===== src/rtl/fifo_pkg.sv =====
// rtl/fifo_pkg.sv - shared helpers for the fifo_flex block
// Purpose: elaboration-time helper functions used for parameter legality checks.
// Ports: none (package).
package fifo_pkg;

   // True when v is a positive power of two.
   function automatic bit is_pow2(input int v);
      return (v > 0) && ((v & (v - 1)) == 0);
   endfunction

endpackage


===== src/rtl/fifo_mem.sv =====
// rtl/fifo_mem.sv - simple dual-port storage array for fifo_flex
// Purpose: DATA_W x DEPTH RAM, one synchronous write port and one read port that is
//          registered (FWFT=0) or asynchronous (FWFT=1). Contents are never reset.
// Ports:
//   clk    in   rising-edge clock
//   rst    in   asynchronous active-low reset (registered read data only)
//   we     in   write enable
//   waddr  in   write address
//   wdata  in   write data
//   re     in   read enable (registered mode)
//   raddr  in   read address
//   rdata  out  read data
module fifo_mem #(
   parameter int DATA_W = 8,
   parameter int DEPTH  = 16,
   parameter int FWFT   = 0,
   localparam int AW    = $clog2(DEPTH)
) (
   input  logic              clk,
   input  logic              rst,
   input  logic              we,
   input  logic [AW-1:0]     waddr,
   input  logic [DATA_W-1:0] wdata,
   input  logic              re,
   input  logic [AW-1:0]     raddr,
   output logic [DATA_W-1:0] rdata
);

   logic [DATA_W-1:0] mem [DEPTH];

   always_ff @(posedge clk) begin
      if (we) begin
         mem[waddr] <= wdata;
      end
   end

   generate
      if (FWFT != 0) begin : g_async_rd
         // Head word is always presented; rd_ptr is a register so no path from rd.
         assign rdata = mem[raddr];
      end else begin : g_reg_rd
         // Read-before-write: a simultaneous write to the same slot (full FIFO with
         // wr&rd) returns the old word, which is the one being popped.
         always_ff @(posedge clk or negedge rst) begin
            if (!rst) begin
               rdata <= '0;
            end else if (re) begin
               rdata <= mem[raddr];
            end
         end
      end
   endgenerate

endmodule


===== src/rtl/fifo_flex.sv =====
// rtl/fifo_flex.sv - parametrised single-clock FIFO with flags, flush and error flags
// Purpose: pointers, fill count, registered status flags and sticky error flags around
//          a fifo_mem storage array; standard (registered) or FWFT read mode.
// Ports:
//   clk           in   rising-edge clock
//   rst           in   asynchronous active-low reset
//   clr           in   synchronous flush (empties FIFO, clears error flags)
//   wr / din      in   write request / write data
//   rd            in   read request (standard) or pop acknowledge (FWFT)
//   dout          out  read data
//   full, empty   out  count == DEPTH / count == 0
//   almost_full   out  count >= AF_LEVEL
//   almost_empty  out  count <= AE_LEVEL
//   count         out  entries stored
//   overflow      out  sticky: write rejected because full
//   underflow     out  sticky: read while empty
module fifo_flex
   import fifo_pkg::*;
#(
   parameter int DATA_W   = 8,
   parameter int DEPTH    = 16,
   parameter int AF_LEVEL = 14,
   parameter int AE_LEVEL = 2,
   parameter int FWFT     = 0,
   localparam int AW      = $clog2(DEPTH),
   localparam int PW      = AW + 1
) (
   input  logic              clk,
   input  logic              rst,
   input  logic              clr,
   input  logic              wr,
   input  logic [DATA_W-1:0] din,
   input  logic              rd,
   output logic [DATA_W-1:0] dout,
   output logic              full,
   output logic              empty,
   output logic              almost_full,
   output logic              almost_empty,
   output logic [PW-1:0]     count,
   output logic              overflow,
   output logic              underflow
);

   generate
      if (DATA_W < 1) begin : g_bad_width
         $error("fifo_flex: DATA_W must be >= 1");
      end
      if (DEPTH < 4 || !is_pow2(DEPTH)) begin : g_bad_depth
         $error("fifo_flex: DEPTH must be a power of 2 and >= 4");
      end
      if (AF_LEVEL < 1 || AF_LEVEL > DEPTH - 1) begin : g_bad_af
         $error("fifo_flex: AF_LEVEL must be within 1..DEPTH-1");
      end
      if (AE_LEVEL < 1 || AE_LEVEL > DEPTH - 1) begin : g_bad_ae
         $error("fifo_flex: AE_LEVEL must be within 1..DEPTH-1");
      end
   endgenerate

   localparam logic [PW-1:0] AF_C = PW'(AF_LEVEL);
   localparam logic [PW-1:0] AE_C = PW'(AE_LEVEL);

   logic [PW-1:0]     wr_ptr, rd_ptr;
   logic [PW-1:0]     wr_ptr_n, rd_ptr_n, cnt_n;
   logic              rd_ok, wr_ok;
   logic              full_n, empty_n;
   logic [DATA_W-1:0] mem_rdata;

   always_comb begin
      rd_ok    = rd && !empty;
      // A full FIFO still accepts a write when a read frees a slot in the same cycle.
      wr_ok    = wr && (!full || rd_ok);
      wr_ptr_n = wr_ptr + {{AW{1'b0}}, wr_ok};
      rd_ptr_n = rd_ptr + {{AW{1'b0}}, rd_ok};
      cnt_n    = count + {{AW{1'b0}}, wr_ok} - {{AW{1'b0}}, rd_ok};
      // Equal index with differing wrap bit means the writer lapped the reader.
      empty_n  = (wr_ptr_n == rd_ptr_n);
      full_n   = (wr_ptr_n[AW] != rd_ptr_n[AW]) &&
                 (wr_ptr_n[AW-1:0] == rd_ptr_n[AW-1:0]);
   end

   always_ff @(posedge clk or negedge rst) begin
      if (!rst) begin
         wr_ptr       <= '0;
         rd_ptr       <= '0;
         count        <= '0;
         full         <= 1'b0;
         empty        <= 1'b1;
         almost_full  <= 1'b0;
         almost_empty <= 1'b1;
         overflow     <= 1'b0;
         underflow    <= 1'b0;
      end else if (clr) begin
         wr_ptr       <= '0;
         rd_ptr       <= '0;
         count        <= '0;
         full         <= 1'b0;
         empty        <= 1'b1;
         almost_full  <= 1'b0;
         almost_empty <= 1'b1;
         overflow     <= 1'b0;
         underflow    <= 1'b0;
      end else begin
         wr_ptr       <= wr_ptr_n;
         rd_ptr       <= rd_ptr_n;
         count        <= cnt_n;
         full         <= full_n;
         empty        <= empty_n;
         almost_full  <= (cnt_n >= AF_C);
         almost_empty <= (cnt_n <= AE_C);
         if (wr && !wr_ok) begin
            overflow <= 1'b1;
         end
         if (rd && empty) begin
            underflow <= 1'b1;
         end
      end
   end

   fifo_mem #(
      .DATA_W (DATA_W),
      .DEPTH  (DEPTH),
      .FWFT   (FWFT)
   ) u_mem (
      .clk   (clk),
      .rst   (rst),
      .we    (wr_ok && !clr),
      .waddr (wr_ptr[AW-1:0]),
      .wdata (din),
      .re    (rd_ok && !clr),
      .raddr (rd_ptr[AW-1:0]),
      .rdata (mem_rdata)
   );

   // In FWFT mode the array output is meaningless while empty; present zero so the
   // reset value of dout holds and stale words never look valid.
   assign dout = (FWFT != 0 && empty) ? '0 : mem_rdata;

endmodule


===== config.mk =====
export PLATFORM = sky130hd
export DESIGN_NAME = fifo_flex
export DESIGN_NICKNAME = d
export VERILOG_FILES = /design/src/rtl/fifo_pkg.sv /design/src/rtl/fifo_mem.sv /design/src/rtl/fifo_flex.sv
export SDC_FILE = /design/constraint.sdc
export NUM_CORES = 1
export LEC_CHECK = 0
export BUFFER_PORTS_ARGS = -buffer_cell sky130_fd_sc_hd__buf_4
export CAP_MARGIN = 20
export CORE_ASPECT_RATIO = 1.4
export CORE_MARGIN = 2
export CORE_UTILIZATION = 48
export CTS_BUF_LIST = sky130_fd_sc_hd__clkbuf_4 sky130_fd_sc_hd__clkbuf_8
export CTS_CLUSTER_DIAMETER = 60
export DETAILED_ROUTE_END_ITERATION = 7
export GPL_ROUTABILITY_DRIVEN = 0
export HOLD_SLACK_MARGIN = 0.08
export SETUP_SLACK_MARGIN = 0.3
export SYNTH_ARGS = -nofsm -noshare
export SYNTH_HDL_FRONTEND = slang
export SYNTH_SLANG_ARGS = --single-unit

===== constraint.sdc =====
create_clock -name clk -period 4.19 [get_ports clk]
set_input_delay 0.419 -clock clk [delete_from_list [all_inputs] [get_ports clk]]
set_output_delay 0.419 -clock clk [all_outputs]
set_load 0.03 [all_outputs]

==> results by group <==
Status
  • Status: completed

Synth
  • Top cells by area, synth: edfxtp_1, dfrtp_1, mux2i_1, mux4_1, ha_1
  • Register area share after synthesis: 0.709
  • Most numerous cell in the Yosys netlist: edfxtp_1
  • Cell variety after synth: 46
  • Post-synth EDFFs: between 100 and 150
  • Synth top area share: 0.596
  • Asr flop ratio synth: 0.185
  • Yosys top cell by area: edfxtp_1
  • Synthesized Nets: 393
  • Yosys warns: 0
  • Yosys reg bits: about 160
  • Synth Instances: 370
  • Top_reg_cell synth: edfxtp_1
  • Avg Inst Size Synth: approximately 17 sq um
  • Mapped cell area: approximately 0.0064 sq mm
  • Synth top cells by count: edfxtp_1, mux2i_1, dfrtp_1, nor2_1

Die
  • Row count: 50
  • IO Count: 32
  • Die width: around 100 um
  • Die area: between 0.01 and 0.015 sq mm
  • Die Span Y: 141 um
  • Starting Density: 0.486
  • CORE AREA: 0.0133 sq mm

Placement
  • I/O Buffers: 31
  • Pre-CTS setup slack: ~1600 ps
  • Detail Placement HPWL: approximately 8600 um
  • Placed cells: 571
  • Dpl cell area: approximately 0.0068 sq mm

Drt
  • Initial DRC count: roughly 280
  • Number of remaining DRC errors: 0
  • Wirelength, routed: between 10000 and 15000 um
  • Vias per Instance: around 5.5
  • Drt pass-1 iters: 4
  • Routed vias: around 3300
  • Routed len/inst: around 22 um
  • Antenna Violating Nets Remaining: 0

Clocking
  • Clock Tree Root: clkbuf_8
  • Post-CTS sizing: 0
  • Clock Sinks: approximately 160
  • Clock-pin slew on the worst setup and hold paths: roughly 80 ps
  • CTS buffer count: 17
  • Htree depth: 4
  • Clock tree buffer depth: 2
  • Setup Buffers After CTS: 0
  • Clk_lat worst skew: around 440 ps
  • CTS tree: done
  • CTS Hold Buffers Added: 1

STA
  • Max Fclk: a little under 400 MHz
  • Post-route setup TNS: 0 ps
  • Setup ws final: 1600 ps
  • RSZ-0062 raised after global routing: false
  • Fin. max-slew vios: 0
  • Part of the cycle the worst path needs: 0.619
  • Slew HR: 0.301
  • Fin. Hold Viols: 0
  • Fin Clk Skew: between 10 and 15 ps
  • Slew @ Worst Pin: 1050 ps
  • Minimum clock period: about 2600 ps
  • Setup violators final: 0

Critical path
  • CP max FO: 5
  • Critical path startpoint category: register
  • WP data arrival: roughly 2900 ps
  • Crit end category: register
  • Req. time, crit path: between 4000 and 5000 ps
  • Crit Path Category: reg -> reg

GRT
  • Vias in the first global route: approximately 3500
  • GR Util met2: 0.337
  • Initial antenna violation count: 0
  • First-pass GRT wire length: between 20000 and 25000 um
  • Gr ovfl total: 0
  • Largest net degree at the start of global routing: 30
  • M3 GR Usage: 0.0456
  • Grt peak-use layer: met2
  • GRT Util Overall: 0.198
  • Met1 Usage GRT: 0.248

Cells and area
  • Nets: around 430
  • Area Overhead vs Synth: 12.4%
  • ANT cells: 0
  • Core Util, Final: 0.547
  • Share of cells above drive strength 1: 0.180
  • Final cell count without fillers: about 610
  • Final Cell Area: approximately 0.0072 sq mm
  • # fillers: 1100

Power and ir drop
  • Cell Pwr Density: 514 mW/mm^2
  • Max rail drop VDD: between 0.0003 and 0.0004 V
  • Static leakage: about 2.5 nW

Run
  • Max-cap viol count: 0

Hold path
  • Hold Crit Class: in -> reg
==> report_power, final <==
part           internal [mW]  switching [mW]  total [mW]
sequential              1.77          0.0902        1.87
clock                  0.616           0.534        1.15
combinational          0.309           0.399       0.707
==> critical path: stages, from the launching register on <==
cell and delay [ps]:
dfstp_2 560, nand2b_1 130, inv_1 70, o21ai_1 200
ha_1 270, inv_1 60, ha_1 150, inv_1 50
fa_1 390, nor2b_1 130, o21a_1 170, nor3_1 70
o32ai_1 240
==> worst paths after layout <==
path                            from          end  depth (start not counted)  slack (ps)
max in group asynchronous        rst        empty                          2        3400
min in group asynchronous        rst     count[3]                          2         450
setup reg to reg               empty  almost_full                         12        1600
hold / removal                    rd    underflow                          3         260
setup / recovery               empty  almost_full                         12        1600
hold reg to reg            underflow    underflow                          2         510
==> cell type report <==
class,instances,area (sq um),area share
clock buffers,24,312,0.0430
multi-input cells,186,1710,0.236
well taps,182,228,0.0314
clock inverters,8,106,0.0147
flip-flops and latches,157,4570,0.631
repair buffers,37,278,0.0383
inverters,11,41.3,0.00570
==> metrics by stage <==
| stage | hold slack, ps | total power [mW] |
|---|---|---|
| global placement | 393 | 2.61 |
| detailed placement | 386 | 2.62 |
| floorplan | 123 | 2.39 |
| CTS | 223 | 3.76 |
| finish | 256 | 3.72 |
| global route | 267 | 3.88 |
==> layout by cell type, fill, tap and decap left out, types with 2 or more instances in the layout <==
| cell | n |
|---|---|
| ha_1 | 9 |
| xor2_1 | 9 |
| bufinv_16 | 2 |
| o21a_1 | 2 |
| nand3_1 | 5 |
| clkbuf_4 | 3 |
| nor2b_1 | 8 |
| dfrtp_1 | 26 |
| mux2i_1 | 40 |
| a21oi_1 | 3 |
| dfstp_2 | 2 |
| clkinv_4 | 2 |
| buf_4 | 35 |
| edfxtp_1 | 128 |
| a221oi_1 | 4 |
| mux4_1 | 14 |
| xnor2_1 | 6 |
| a22oi_1 | 14 |
| nand2b_1 | 4 |
| inv_1 | 11 |
| nor3_1 | 5 |
| mux4_2 | 2 |
| o21ai_1 | 5 |
| nand4b_1 | 2 |
| clkbuf_8 | 21 |
| nand2_1 | 4 |
| clkinvlp_4 | 2 |
| a32oi_1 | 4 |
| o21ai_0 | 4 |
| nor2_1 | 25 |
==> flip-flops by register name, indices dropped and copies added, names as in the netlist <==
name          cells
u_mem.mem       128
rd_ptr            5
full              1
almost_empty      1
almost_full       1
overflow          1
wr_ptr            5
count             5
underflow         1
u_mem.rdata       8
empty             1
==> cells by family (layout without fill, tap and decap cells) <==
logic type,count (synthesis),after routing,synth area share
flops,157,157,0.709
simple gates,62,62,0.0502
mux,56,56,0.126
compound gates,43,43,0.0473
buf+inv,27,80,0.0266
xor+xnor,15,15,0.0204
fa+ha+maj,10,10,0.0206
==> routing by layer <==
layer | up-vias | share of wire
li1 | 1526 | -
met1 | 1684 | 0.42
met2 | 84 | 0.53
met3 | 14 | 0.035
met4 | 0 | 0.018
met5 | - | 0
Note: power is estimated with default switching activity, not from simulation.
